[config.mk]
export PLATFORM = sky130hd
export DESIGN_NAME = frame_player
export DESIGN_NICKNAME = d
export VERILOG_FILES = /design/src/rtl/frame_player.sv
export SDC_FILE = /design/constraint.sdc
export NUM_CORES = 1
export LEC_CHECK = 0
export CAP_MARGIN = 20
export CORE_MARGIN = 5
export CORE_UTILIZATION = 40
export DETAILED_ROUTE_END_ITERATION = 10
export PLACE_DENSITY = 0.63
export SLEW_MARGIN = 20
export SYNTH_ARGS = -nofsm -noshare
export SYNTH_HDL_FRONTEND = slang
export SYNTH_SLANG_ARGS = --single-unit
export TNS_END_PERCENT = 5
[constraint.sdc]
create_clock -name clk -period 7.5 [get_ports clk]
set_input_delay 0.75 -clock clk [delete_from_list [all_inputs] [get_ports clk]]
set_output_delay 0.75 -clock clk [all_outputs]
set_load 0.02 [all_outputs]
[src/rtl/frame_player.sv]
// Plays a stored frame back from SDRAM as JAMMA-style video (pixel_clock, rgb, hsync, vsync).
// A 4-deep pixel FIFO is kept topped up with at most one SDRAM read in flight.
module frame_player #(
  parameter int          H_ACTIVE  = 30,
  parameter int          H_SYNC    = 3,
  parameter int          V_ACTIVE  = 20,
  parameter int          V_SYNC    = 2,
  parameter int          CLK_DIV   = 10,
  parameter logic [22:0] BASE_ADDR = 23'd0
) (
  input  logic        clk,
  input  logic        rst,
  input  logic        start,
  output logic [22:0] addr,
  output logic        rw,
  output logic        in_valid,
  input  logic        busy,
  input  logic [31:0] data_out,
  input  logic        out_valid,
  output logic        pixel_clock,
  output logic [7:0]  r,
  output logic [7:0]  g,
  output logic [7:0]  b,
  output logic        hsync,
  output logic        vsync,
  output logic [1:0]  state,
  output logic        underrun
);

  localparam logic [1:0] S_IDLE = 2'd0;
  localparam logic [1:0] S_FILL = 2'd1;
  localparam logic [1:0] S_PLAY = 2'd2;
  localparam logic [1:0] S_STOP = 2'd3;

  localparam int H_TOTAL = H_ACTIVE + H_SYNC;
  localparam int V_TOTAL = V_ACTIVE + V_SYNC;
  localparam int PW      = $clog2(H_TOTAL);
  localparam int LW      = $clog2(V_TOTAL);
  localparam int DW      = $clog2(2 * CLK_DIV);
  localparam logic [22:0] LAST_ADDR = BASE_ADDR + 23'(H_ACTIVE * V_ACTIVE - 1);

  logic [23:0]   fifo_mem [4];
  logic [1:0]    wr_ptr, rd_ptr;
  logic [2:0]    fifo_count;
  logic          outstanding;
  logic [22:0]   ptr;
  logic [DW-1:0] div;
  logic [PW-1:0] pixel, nxt_pixel, show_pixel;
  logic [LW-1:0] line, nxt_line, show_line;
  logic          engine_on, accept, resp, push, pop, wrap;
  logic          last_pix, last_line, stop_now, load, show_active, fifo_empty;
  logic          unused_bits;

  assign rw          = 1'b0;
  assign unused_bits = ^data_out[31:24];

  always_comb begin
    engine_on   = (state == S_FILL) || (state == S_PLAY);
    accept      = in_valid && !busy;
    resp        = outstanding && out_valid;
    push        = resp && engine_on;
    fifo_empty  = (fifo_count == 3'd0);
    wrap        = (div == DW'(2 * CLK_DIV - 1));
    last_pix    = (pixel == PW'(H_TOTAL - 1));
    last_line   = (line == LW'(V_TOTAL - 1));
    nxt_pixel   = last_pix ? '0 : pixel + PW'(1);
    nxt_line    = line;
    if (last_pix) nxt_line = last_line ? '0 : line + LW'(1);
    stop_now    = (state == S_PLAY) && wrap && last_pix && last_line && !start;
    // The first pixel is registered on the FILL->PLAY edge, later ones on each divider wrap.
    load        = ((state == S_FILL) && (fifo_count == 3'd4)) ||
                  ((state == S_PLAY) && wrap && !stop_now);
    show_pixel  = (state == S_FILL) ? '0 : nxt_pixel;
    show_line   = (state == S_FILL) ? '0 : nxt_line;
    show_active = (show_line < LW'(V_ACTIVE)) && (show_pixel < PW'(H_ACTIVE));
    pop         = load && show_active && !fifo_empty;
  end

  always_ff @(posedge clk) begin
    if (push) fifo_mem[wr_ptr] <= data_out[23:0];
  end

  always_ff @(posedge clk or negedge rst) begin
    if (!rst) begin
      state       <= S_IDLE;
      addr        <= '0;
      in_valid    <= 1'b0;
      outstanding <= 1'b0;
      ptr         <= BASE_ADDR;
      wr_ptr      <= '0;
      rd_ptr      <= '0;
      fifo_count  <= '0;
      div         <= '0;
      pixel       <= '0;
      line        <= '0;
      pixel_clock <= 1'b0;
      r           <= '0;
      g           <= '0;
      b           <= '0;
      hsync       <= 1'b0;
      vsync       <= 1'b0;
      underrun    <= 1'b0;
    end else begin
      if (accept) begin
        in_valid    <= 1'b0;
        outstanding <= 1'b1;
        ptr         <= (ptr == LAST_ADDR) ? BASE_ADDR : ptr + 23'd1;
      end else if (engine_on && !in_valid && !outstanding && fifo_count < 3'd4) begin
        in_valid <= 1'b1;
        addr     <= ptr;
      end
      if (resp) outstanding <= 1'b0;

      if (push) wr_ptr <= wr_ptr + 2'd1;
      if (pop)  rd_ptr <= rd_ptr + 2'd1;
      if (push && !pop)      fifo_count <= fifo_count + 3'd1;
      else if (pop && !push) fifo_count <= fifo_count - 3'd1;

      if (load) begin
        r     <= pop ? fifo_mem[rd_ptr][23:16] : 8'd0;
        g     <= pop ? fifo_mem[rd_ptr][15:8]  : 8'd0;
        b     <= pop ? fifo_mem[rd_ptr][7:0]   : 8'd0;
        hsync <= (show_pixel >= PW'(H_ACTIVE));
        vsync <= (show_line >= LW'(V_ACTIVE));
        if (show_active && fifo_empty) underrun <= 1'b1;
      end

      case (state)
        S_IDLE: begin
          if (start) begin
            state    <= S_FILL;
            ptr      <= BASE_ADDR;
            underrun <= 1'b0;
          end
        end
        S_FILL: begin
          if (fifo_count == 3'd4) begin
            state       <= S_PLAY;
            div         <= '0;
            pixel       <= '0;
            line        <= '0;
            pixel_clock <= 1'b0;
          end
        end
        S_PLAY: begin
          if (stop_now) begin
            in_valid    <= 1'b0;
            addr        <= '0;
            div         <= '0;
            pixel       <= '0;
            line        <= '0;
            pixel_clock <= 1'b0;
            r           <= '0;
            g           <= '0;
            b           <= '0;
            hsync       <= 1'b0;
            vsync       <= 1'b0;
            // A read accepted or still in flight must drain before IDLE.
            if (accept || (outstanding && !resp)) begin
              state <= S_STOP;
            end else begin
              state      <= S_IDLE;
              ptr        <= BASE_ADDR;
              wr_ptr     <= '0;
              rd_ptr     <= '0;
              fifo_count <= '0;
            end
          end else begin
            div         <= wrap ? '0 : div + DW'(1);
            pixel_clock <= !wrap && ((div + DW'(1)) >= DW'(CLK_DIV));
            if (wrap) begin
              pixel <= nxt_pixel;
              line  <= nxt_line;
            end
          end
        end
        default: begin
          if (resp) begin
            state      <= S_IDLE;
            ptr        <= BASE_ADDR;
            wr_ptr     <= '0;
            rd_ptr     <= '0;
            fifo_count <= '0;
          end
        end
      endcase
    end
  end

endmodule

After elaboration in Yosys (flattened, before gate mapping) --
Memory sizes are Yosys's and may differ from the RTL's. Index checks and enable logic that the tools add are counted.
Storage, ports and cells: memories kept 1, bits in writable memories 96, latch bits 0, bits in registers 101, ROM bits 0, output and inout port bits 55
Cells by class: shift operators 0, div/mod/pow operators 0, add/sub/neg operators 8, multiply operators 0, bitwise gates (word level) 0, reductions and logical operators 42, mux-type cells 82, equal/unequal tests 11, order comparisons 6
Memory list:
- fifo_mem | depth 4, width 24, read ports 1, clocked after Yosys merged registers in 0, write ports 1, RTL line 42 | logic [23:0] fifo_mem [4];
Operator list (count):
- two-way mux 23 bit | 10
- two-way mux 8 bit | 12
- one-hot mux 23 bit (3 select lines) | 1
- two-way mux 5 bit | 8
- two-way mux 6 bit | 5
- two-way mux 2 bit | 13
- adder 23 x 1 -> 23 bit (second input constant) | 1
- == test 23 x 10 -> 1 bit (second input constant) | 1
- logical AND 1 bit | 20
- two-way mux 1 bit | 20
- one-hot mux 5 bit (2 select lines) | 2
- two-way mux 3 bit | 5
- one-hot mux 6 bit (2 select lines) | 1
- adder 5 x 1 -> 5 bit (second input constant) | 2
- == test 5 bit (second input constant) | 2
- logical NOT 1 bit | 10
- one-hot mux 2 bit (2 select lines) | 2
- adder 6 x 1 -> 6 bit (second input constant) | 1
- == test 6 bit (second input constant) | 1
- greater-or-equal comparator 6 x 5 -> 1 bit (second input constant) | 1
- less-than comparator 6 x 5 -> 1 bit (second input constant) | 1
- one-hot mux 2 bit (3 select lines) | 1
- one-hot mux 3 bit (2 select lines) | 1
- greater-or-equal comparator 5 x 4 -> 1 bit (second input constant) | 1
- 22 further kinds | 27

Logic depth before layout (Yosys ltp) --
Gate-level depths: netlist (run 1).
depth in word-level cells 16, depth in mapped cells 11, depth with buffers taken out 9

Worst setup path after synthesis (run 1) --
Ideal clock, no wire load.
path type reg2reg, from register state[0], to memory fifo_mem[0][0], enable pin, arrival time 1.985 ns, clock period less this slack 2.368 ns, buffers on the path 1, path slack 5.132 ns, setup time 0.383 ns, stages on the path, launching flop included 6, cells stage by stage dfrtp_1 > inv_1 > ha_1 > and3_1 > clkbuf_1 > and2_1
Between the ends: cells in the longest elaborated chain, start to end 5, elaborated cells between the ends (all ways) 6, classes of those cells 2 x eq/ne; 2 x mux; 2 x reduce/logical
RTL lines:
- start: declaration | RTL line 26 | output logic [1:0] state,
- start signal: assignment | RTL line 85 | state <= S_IDLE;
- start signal: assignment | RTL line 131 | state <= S_FILL;
- start signal: assignment | RTL line 138 | state <= S_PLAY;
- == test 2 x 1 -> 1 bit / == test 2 bit (equally long branches) | RTL line 58 | engine_on = (state == S_FILL) || (state == S_PLAY);
- logical OR 1 bit (*) | RTL line 58
- logical AND 1 bit (*) | RTL line 61 | push = resp && engine_on;
- two-way mux 1 bit (*) | RTL line 80 | if (push) fifo_mem[wr_ptr] <= data_out[23:0];
- two-way mux 1 bit (not written as such) (*) | RTL line 80
- end: declaration | RTL line 42
Every way passes the cells marked *; elsewhere a longest branch is shown, timed or not.

Worst setup path after layout (run 1) --
from register pixel[0], to register fifo_count[1]
Between the ends: cells in the longest elaborated chain, start to end 15, elaborated cells between the ends (all ways) 26, classes of those cells 1 x add/sub; 2 x order compare; 1 x eq/ne; 10 x mux; 12 x reduce/logical
RTL lines:
- start: declaration | RTL line 48 | logic [PW-1:0] pixel, nxt_pixel, show_pixel;
- start signal: assignment | RTL line 172 | pixel <= nxt_pixel;
- parallel branches: the longest is 14 deep, another holds adder 6 x 1 -> 6 bit
- one-hot mux 3 bit (2 select lines) (*) | RTL line 128 | case (state)
- end signal: assignment | RTL line 116 | if (push && !pop) fifo_count <= fifo_count + 3'd1;
- end signal: assignment | RTL line 117 | else if (pop && !push) fifo_count <= fifo_count - 3'd1;
- end: declaration | RTL line 44 | logic [2:0] fifo_count;
Every way passes the cells marked *. A chain may end at the register's enable or synchronous reset.

==> results.yml, run 1 <==
timing:
  finalHoldViolations: 0
  fin_crit_ns: 3.18
  maxSlewViolCount: 0
  worst_slew_pin_slew_ns: 0.897
  setup_viol: 0
  clock.fmax_ghz: 0.315
  skew_ns: 0.00982
  setup_tns_ns: 0
  rsz0062_at_grt: "false"
  post-route-period-util: 0.423
  layout_setup_ws_ns: 4.32
  relSlewSlack: 0.402
die:
  coreArea_mm2: 0.0212
  die_height_um: 157
  die_w_um: 157
  io-pin-count: 92
  rows: 53
  start_util: 0.409
  die-area_mm2: 0.0247
min_path:
  worstHoldPathType: "input port to async pin"
synthesis:
  synth_top_area_share: 0.333
  synth_top_family_by_area: "simple AND/OR/NAND/NOR gates"
  synth_cell_types: 68
  syn_avg_cell_area_um2: 12.6
  ys.warnings.count: 0
  synth_adder_area_share: 0.0273
  ys_ff_latch: 197
  async_flop_share: 0.513
  synth_xor_area_frac: 0.0263
  muxShareOfSynthArea: 0.0667
  ys_seq_area_frac: 0.625
  synthCells: 689
  synth_compound_area_frac: 0.0888
  synth_edf_count: 96
  synth_top_area_cell: "edfxtp_1"
  ys.flop_type: "dfrtp_1"
  synthSimpleGateAreaFrac: 0.138
  synth_area_leaders: "edfxtp_1 (33%), dfrtp_1 (29%), mux4_2 (6.2%)"
  syn_nets: 744
  syn-cell-area_mm2: 0.00865
routing:
  drtAntennaViolNets: 0
  routedWlPerCell_um: 17.6
  routed_via_density: 5.30
  wl_um: 18500
  drt_iter0_drc: 396
  via_count: 5570
  drc: 0
  drtPass1Iterations: 4
clocking:
  clk_latency_ns: 0.43
  postCtsHoldBufs: 0
  cts_setup_buffers: 0
  htree_levels: 4
  clock_sinks: 197
  cts_resized: 0
  cts-root-buf: "clkbuf_16"
  cts.clk_slew.worst_paths_ns: 0.07
  cts_tree: "yes"
  cts-buffers-inserted: 17
  clock_path_buffers: 2
power_and_ir_drop:
  seqPwrFrac: 0.551
  power_mw: 2.05
  power_density_mw_per_mm2: 199
  internal_power_mw: 1.59
  leakage_nw: 3.94
  pwr-share-comb: 0.016
  power.switching_mw: 0.460
  pwr-share-clk: 0.433
  p_sw_frac: 0.224
  max-vdd-ir-drop_mv: 0.178
global_route:
  grt-ovfl-total: 0
  grt.total_usage: 0.155
  antenna_found_initial: 0
  grt_pass1_vias: 5744
  grt_max_degree: 62
  grt_pass1_wl_um: 30200
setup_path:
  start_kind: "flip-flop"
  reg2reg_slack_ns: 4.32
  cp_slowest_cell: "dfrtp_1"
  reg2reg_depth: 11
  cpMostUsedCell: "buf_4"
  crit_family: "simple AND/OR/NAND/NOR gates"
  path_class: "flip-flop to flip-flop"
  cp.arrival_ns: 3.52
  cpPeakStageDelay_ns: 0.45
  crit_fanout: 31
  critPathRequiredTime_ns: 7.84
  r2r_end: "fifo_count[1]"
  worst-path-buf-inv: 3
  end_kind: "flip-flop"
  r2r-start: "pixel[0]"
  path_cells: "inv_1, ha_1, or3b_4, nor4_4, o21a_1, buf_4, or2_2, nor2_2, buf_4, maj3_2, a221oi_2"
layout:
  layout-drive-gt1-share: 0.111
  nets: 817
  num_antenna_cells: 0
  fillCellCount: 1834
  fin_util: 0.487
  area_growth_pct: 19.2
placement:
  dp_hpwl_um: 11900
  globalplace.congestion: 0.791
  pre_cts_slack_ns: 4.10
  port_buffers: 82
flow_run:
  max_cap_violations: 0
run_status:
  status: "complete, no violations"
layout by cell type, fill, tap and decap left out, types with 5 or more instances in the layout:
cell / synthesis / final
nor2_1: 74 / 74
nand4_1: 9 / 9
nor4_1: 6 / 6
a21oi_1: 38 / 38
a22o_1: 8 / 8
inv_1: 16 / 16
nand2_1: 88 / 88
ha_1: 18 / 18
dfrtp_1: 101 / 100
nand2b_1: 6 / 6
inv_8: 0 / 5
xor2_1: 12 / 12
a22oi_1: 24 / 24
nand3_1: 16 / 16
clkdlybuf4s50_1: 0 / 81
edfxtp_1: 96 / 96
and2_1: 9 / 8
nor3_1: 6 / 6
clkbuf_16: 0 / 17
xnor2_1: 14 / 14
and3_1: 5 / 5
buf_4: 3 / 11
o21ai_0: 21 / 21
mux4_2: 24 / 24
area by class of cell:
cell class,instances,area (um^2),share of cell area
Timing Repair Buffer,92,893,0.0866
Clock buffer,18,429,0.0416
Clock inverter,14,156,0.0152
Tap cell,275,344,0.0334
Sequential cell,197,5410,0.525
Multi-Input combinational cell,438,3020,0.293
Inverter,16,60.1,0.00582
synthesized netlist by cell type, types with 2 or more instances:
library cell and number:
buf_4 3, and3_1 5, inv_1 16, mux4_2 24
nand4_1 9, nor3b_1 2, or3_1 4, buf_2 10
ha_1 18, a22oi_1 24, and4b_1 2, nand3_1 16
and2_1 9, dfrtp_1 101, nor3_1 6, nand2b_1 6
o21ai_0 21, clkbuf_1 24, nand3b_1 2, a22o_1 8
nor2_1 74, nand2_1 88, xor2_1 12, a21oi_1 38
xnor2_1 14, nor4_1 6, edfxtp_1 96, nor2b_1 4
or4_1 2, o31ai_1 4, or2_2 2, nor4b_1 2
o22a_1 2
cell families after synthesis:
kind of cell	after synthesis
AOI/OAI and AO/OA	116
adders and majority gates	19
and+or+nand+nor	249
DFF	197
buffers and inverters	54
other	1
muxes	27
xor gates and xnor gates	26
worst max path at each step:
stage,startpoint,to,slack (ns),cells past startpoint
floorplan,state[0],fifo_mem[0][0],5.13,5
finish,pixel[0],fifo_count[1],4.32,11
CTS,pixel[0],fifo_count[1],4.34,11
detailed placement,start,fifo_count[1],4.10,9
global route,pixel[0],fifo_count[1],4.13,11
global placement,start,fifo_count[2],4.10,9
power by group through the flow:
stage / logic (mW) / clock network, mW / registers, mW
2_1_floorplan: 0.00111 / 0 / 1.16
3_3_place_gp: 0.0318 / 0 / 1.16
3_5_place_dp: 0.0334 / 0 / 1.16
4_1_cts: 0.0334 / 0.911 / 1.13
5_1_grt: 0.0367 / 0.958 / 1.13
6_report: 0.0323 / 0.890 / 1.13
state kept, by name, indices dropped and copies added (netlist names), 3 cells and up:
register	cells
div	5
b	8
r	8
g	8
fifo_count	3
fifo_mem	96
ptr	23
line	5
addr	23
pixel	6
stage by stage:
| step | hold WS, ns | instances | area [um^2] |
|---|---|---|---|
| after floorplan | 0.454 | 689 | 8650 |
| after global placement | 0.476 | 1018 | 9720 |
| after detailed placement | 0.479 | 1018 | 9720 |
| after CTS | 0.321 | 1050 | 10300 |
| after global routing | 0.349 | 1050 | 10300 |
| final | 0.324 | 1050 | 10300 |
per-layer routing:
layer	track usage	wire length (um)
met1	0.207	8180
met3	0.0451	1030
met2	0.257	9170
met5	0	0
met4	0.0274	112
Power figures use the tool's default switching activity.
==> run 2, diff against run 1 <==
PLACE_DENSITY = 0.65   (was 0.63)
clock period = 2.7 ns   (was 7.5 ns; I/O delays follow)
==> run 2 against run 1 <==
Sequential power grew to 2.8 times the previous value. Non-clock buffer count is 17 higher. Maximum frequency is 24% higher. Power grew to 2.8 times the previous value. Sequential share of layout area is 1.4 points lower. Clock-buffer cell count is 1 lower. Die area stayed put. Highest routed layer unchanged.
==> results.yml, run 2 (synthesis gave the netlist of run 1 again) <==
min_path:
  worstHoldPathType: "input port to async pin"
die:
  start_util: 0.409
  die-area_mm2: 0.0247
  die_height_um: 157
  rows: 53
  die_w_um: 157
  io-pin-count: 92
  coreArea_mm2: 0.0212
power_and_ir_drop:
  max-vdd-ir-drop_mv: 0.394
  leakage_nw: 4.06
  power_density_mw_per_mm2: 552
layout:
  final_cell_count_no_fill: 1067
  largest_reg_flops: 96
  area_growth_pct: 22.5
  final_cell_mix: "dfrtp_1 (99), edfxtp_1 (96), nand2_1 (88)"
  nets: 834
  layout_commonest_cell: "dfrtp_1"
  num_antenna_cells: 0
  layout-drive-gt1-share: 0.133
  fin_util: 0.501
  reg_top3: "fifo_mem x96, addr x23, ptr x23"
  regMostFlops: "fifo_mem"
setup_path:
  start_kind: "flip-flop"
  cp_slowest_cell: "or4_1"
  cp-endpoint: "fifo_count[1]"
  crit_start: "pixel[0]"
  end_kind: "flip-flop"
  reg2reg_slack_ns: 0.14
  crit_fanout: 5
  cpPeakStageDelay_ns: 0.51
  path_cells: "inv_1, ha_1, or3b_4, a21oi_1, or4_1, o211ai_2, nor2_4, buf_4, maj3_2, a221oi_2"
  cp.arrival_ns: 2.89
  critPathRequiredTime_ns: 3.03
  reg2reg_depth: 10
  worst-path-buf-inv: 2
  crit_family: "simple AND/OR/NAND/NOR gates"
  worst-path-stages: 10
  r2r-start: "pixel[0]"
  path_class: "flip-flop to flip-flop"
  r2r_end: "fifo_count[1]"
global_route:
  grt-ovfl-total: 0
  grt_max_degree: 60
  grt_pass1_vias: 5725
  antenna_found_initial: 0
  grt_pass1_wl_um: 30000
  grt.total_usage: 0.154
flow_run:
  max_cap_violations: 0
run_status:
  status: "complete, no violations"
timing:
  clock.fmax_ghz: 0.391
  post-route-period-util: 0.947
  fin_crit_ns: 2.56
  finalHoldViolations: 0
  worst_slew_pin_slew_ns: 0.705
  skew_ns: 0.0196
  setup_viol: 0
  maxSlewViolCount: 0
  relSlewSlack: 0.525
clocking:
  cts-buffers-inserted: 17
  clock_sinks: 197
  cts.clk_slew.worst_paths_ns: 0.08
  cts-root-buf: "clkbuf_16"
  clk_latency_ns: 0.44
  htree_levels: 4
  cts_tree: "yes"
  clock_path_buffers: 2
routing:
  drtAntennaViolNets: 0
  routedWlPerCell_um: 17.0
  via_count: 5599
  drt_iter0_drc: 406
  drtPass1Iterations: 4
  routed_via_density: 5.25
  wl_um: 18200
  drc: 0
placement:
  dp_hpwl_um: 11700
  globalplace.congestion: 0.797
  placed_cells: 1032
  port_buffers: 82
## run 2: changes by cell type in the layout (fill, tap and decap cells not counted), sizes merged
cell | before | now
buf | 11 | 27
bufinv | 0 | 1
clkbuf | 18 | 17
clkinv | 6 | 5
clkinvlp | 1 | 2
dlygate4sd3 | 0 | 1
## run 2: layout make-up
cell class                      count  area, um^2
Inverter                           16        60.1
Clock buffer                       17         425
Fill cell                        1860       10600
Tap cell                          275         344
Multi-Input combinational cell    438        3020
Sequential cell                   197        5410
Timing Repair Buffer              109        1140
Clock inverter                     15         195
## run 2: timing repair
| action | CTS | global route |
|---|---|---|
| resized for setup | 0 | 4 |
| setup buffers | 0 | 2 |
| hold endpoints to repair | 42 | 0 |
| hold buffers | 1 | 0 |
| setup endpoints to repair | 0 | 25 |
## run 2: layer usage
metal  global-route usage  share of wire  vias up
met3               0.0366          0.051       23
met1                0.207           0.46     2779
met4               0.0410          0.015        0
met2                0.254           0.48      118
li1                     -              -     2679
met5                    0              0        -
## run 2: report_power, final
part	leakage, nW	switching (mW)	internal, mW
registers	2.07	0	3.15
logic	1.70	0.0545	0.0401
clock network	0.295	1.26	1.35
total	4.06	1.32	4.53
## run 2: worst min path at each step
stage	start	endpoint	slack (ns)	cells after the start
4_1_cts	rst	r[6]	0.44	2
3_5_place_dp	rst	div[1]	0.34	1
5_1_grt	data_out[22]	fifo_mem[2][22]	0.46	1
2_1_floorplan	rst	addr[0]	-0.03	0
6_report	rst	r[6]	0.41	2
3_3_place_gp	rst	div[2]	0.33	1
## run 2: through the flow
step	setup WS [ns]	setup TNS [ns]	cell area (um^2)	hold slack (ns)	total power [mW]
finish	0.143	0	10600	0.409	5.85
CTS	0.0649	0	10600	0.438	5.92
floorplan	0.332	0	8650	-0.0256	3.22
detailed placement	0.100	0	9940	0.340	3.31
global placement	0.137	0	9940	0.330	3.31
global route	-0.000419	-0.000419	10600	0.455	6.05
==> run 3, diff against run 2 <==
RECOVER_POWER = 50   (was unset)
==> run 3 against run 2 <==
Final cell count is essentially flat. Sequential cell count is the same. Routed wire length shrank 0.24%. Register-to-register slack is essentially flat. Global-route usage is the same. First-iteration DRC count shrank 5.4%. Critical endpoint unchanged. Clock skew shrank 0.0056 ns. Clock power is essentially flat. Sequential power is essentially flat. Die area is the same. Core utilization shrank 0.059 points. Via count is essentially flat.
==> results.yml, run 3 (synthesis gave the netlist of run 1 again) <==
timing:
  fin_crit_ns: 2.56
  clock.fmax_ghz: 0.390
  layout_setup_ws_ns: 0.137
  post-route-period-util: 0.949
  skew_ns: 0.0140
  relSlewSlack: 0.213
  holdWs_ns: 0.491
  worst_slew_pin_slew_ns: 1.18
  setup_viol: 0
  finalHoldViolations: 0
  maxSlewViolCount: 0
run_status:
  status: "complete, no violations"
global_route:
  grt_max_degree: 60
  grt.total_usage: 0.154
  grt-ovfl-total: 0
  grt_pass1_vias: 5725
  grt_pass1_wl_um: 30000
  antenna_found_initial: 2
power_and_ir_drop:
  pwr-share-clk: 0.446
  power.switching_mw: 1.31
  leakage_nw: 4.01
  power_mw: 5.83
  power_density_mw_per_mm2: 551
  internal_power_mw: 4.52
  pwr-share-comb: 0.014
  p_sw_frac: 0.225
  max-vdd-ir-drop_mv: 0.387
  seqPwrFrac: 0.539
setup_path:
  r2r_end: "fifo_count[1]"
  worst-path-buf-inv: 2
  cpPeakStageDelay_ns: 0.51
  crit_family: "simple AND/OR/NAND/NOR gates"
  start_kind: "flip-flop"
  end_kind: "flip-flop"
  reg2reg_slack_ns: 0.14
  cp_slowest_cell: "or4_1"
  r2r-start: "pixel[0]"
  critPathRequiredTime_ns: 3.03
  path_cells: "inv_1, ha_1, or3b_4, a21oi_1, or4_1, o211ai_2, nor2_4, buf_4, maj3_2, a221oi_2"
  crit_fanout: 5
  reg2reg_depth: 10
  path_class: "flip-flop to flip-flop"
  cp.arrival_ns: 2.90
layout:
  area_growth_pct: 22.3
  layout-drive-gt1-share: 0.133
  fin_util: 0.500
  regMostFlops: "fifo_mem"
  layout_commonest_cell: "dfrtp_1"
  largest_reg_flops: 96
  final_cell_mix: "dfrtp_1 (99), edfxtp_1 (96), nand2_1 (88)"
  nets: 834
  reg_top3: "fifo_mem x96, addr x23, ptr x23"
  fillCellCount: 1862
clocking:
  clock_sinks: 197
  cts.clk_slew.worst_paths_ns: 0.08
  clk_latency_ns: 0.43
  clock_path_buffers: 2
  cts-buffers-inserted: 17
  htree_levels: 4
  cts_tree: "yes"
  cts-root-buf: "clkbuf_16"
routing:
  via_count: 5595
  drc: 0
  routed_via_density: 5.24
  routedWlPerCell_um: 17.0
  drtPass1Iterations: 4
  wl_um: 18100
  drtAntennaViolNets: 0
  drt_iter0_drc: 384
die:
  die_height_um: 157
  coreArea_mm2: 0.0212
  start_util: 0.409
  die_w_um: 157
  rows: 53
  die-area_mm2: 0.0247
  io-pin-count: 92
placement:
  dp_hpwl_um: 11700
  port_buffers: 82
  pre_cts_slack_ns: 0.100
  globalplace.congestion: 0.797
min_path:
  min-delay-start: "pixel_clock"
  worstHoldPathType: "flip-flop to flip-flop"
  whs_path_depth: 2
  hold_path_end: "pixel_clock"
flow_run:
  max_cap_violations: 0
## run 3: per-stage QoR
step | instance area, um^2 | TNS (ns) | instances
3_3_place_gp | 9940 | 0 | 1032
4_1_cts | 10600 | 0 | 1065
2_1_floorplan | 8650 | 0 | 689
6_report | 10600 | 0 | 1068
5_1_grt | 10600 | -0.000419 | 1068
3_5_place_dp | 9940 | 0 | 1032
## run 3: worst reg2reg max path: cells and delay by family (launching register included)
family | cells | cell delay [ns]
flip-flops | 1 | 0.40
buffers and inverters | 2 | 0.20
AO/OA/AOI/OAI | 3 | 0.50
adder cells (fa/ha/maj) | 2 | 0.49
AND/OR/NAND/NOR | 3 | 0.87
## run 3: per-layer routing
layer | up-vias | global-route usage | wire length (um)
li1 | 2683 | - | -
met1 | 2765 | 0.207 | 8210
met2 | 122 | 0.254 | 8700
met3 | 23 | 0.0366 | 937
met4 | 2 | 0.0410 | 267
met5 | - | 0 | 13
## run 3: cell type report
| type | count | area (um^2) | share of cell area |
|---|---|---|---|
| antenna | 1 | 2.50 | 0.000236 |
| sequential | 197 | 5410 | 0.511 |
| clock inverter | 15 | 195 | 0.0184 |
| tap | 275 | 344 | 0.0325 |
| clock buffer | 17 | 425 | 0.0402 |
| multi-input combinational | 438 | 3020 | 0.286 |
| timing repair buffer | 109 | 1120 | 0.106 |
| inverter | 16 | 60.1 | 0.00567 |
## run 3: how the worst max path moves through the flow
stage	start	to	slack, ns	cells after the start
after CTS	pixel[0]	fifo_count[1]	0.06	11
after floorplan	state[0]	fifo_mem[0][0]	0.33	5
after detailed placement	pixel[0]	fifo_count[1]	0.10	11
after global routing	pixel[0]	fifo_count[1]	-0.0004	11
final	pixel[0]	fifo_count[1]	0.14	10
after global placement	pixel[0]	fifo_count[1]	0.14	10
## run 3: power by group through the flow
stage               clock (mW)  sequential (mW)  combinational (mW)
CTS                       2.67             3.15              0.0986
detailed placement           0             3.21              0.0973
finish                    2.60             3.15              0.0846
floorplan                    0             3.21             0.00309
global placement             0             3.21              0.0944
global route              2.79             3.15              0.0961
## run 3: what timing repair did
action / 4_1_cts / 5_1_grt
hold buffers: 1 / 0
buffers inserted: 0 / 2
endpoints found under the hold margin: 42 / 0
resized for setup: 0 / 4
setup endpoints to repair: 0 / 25
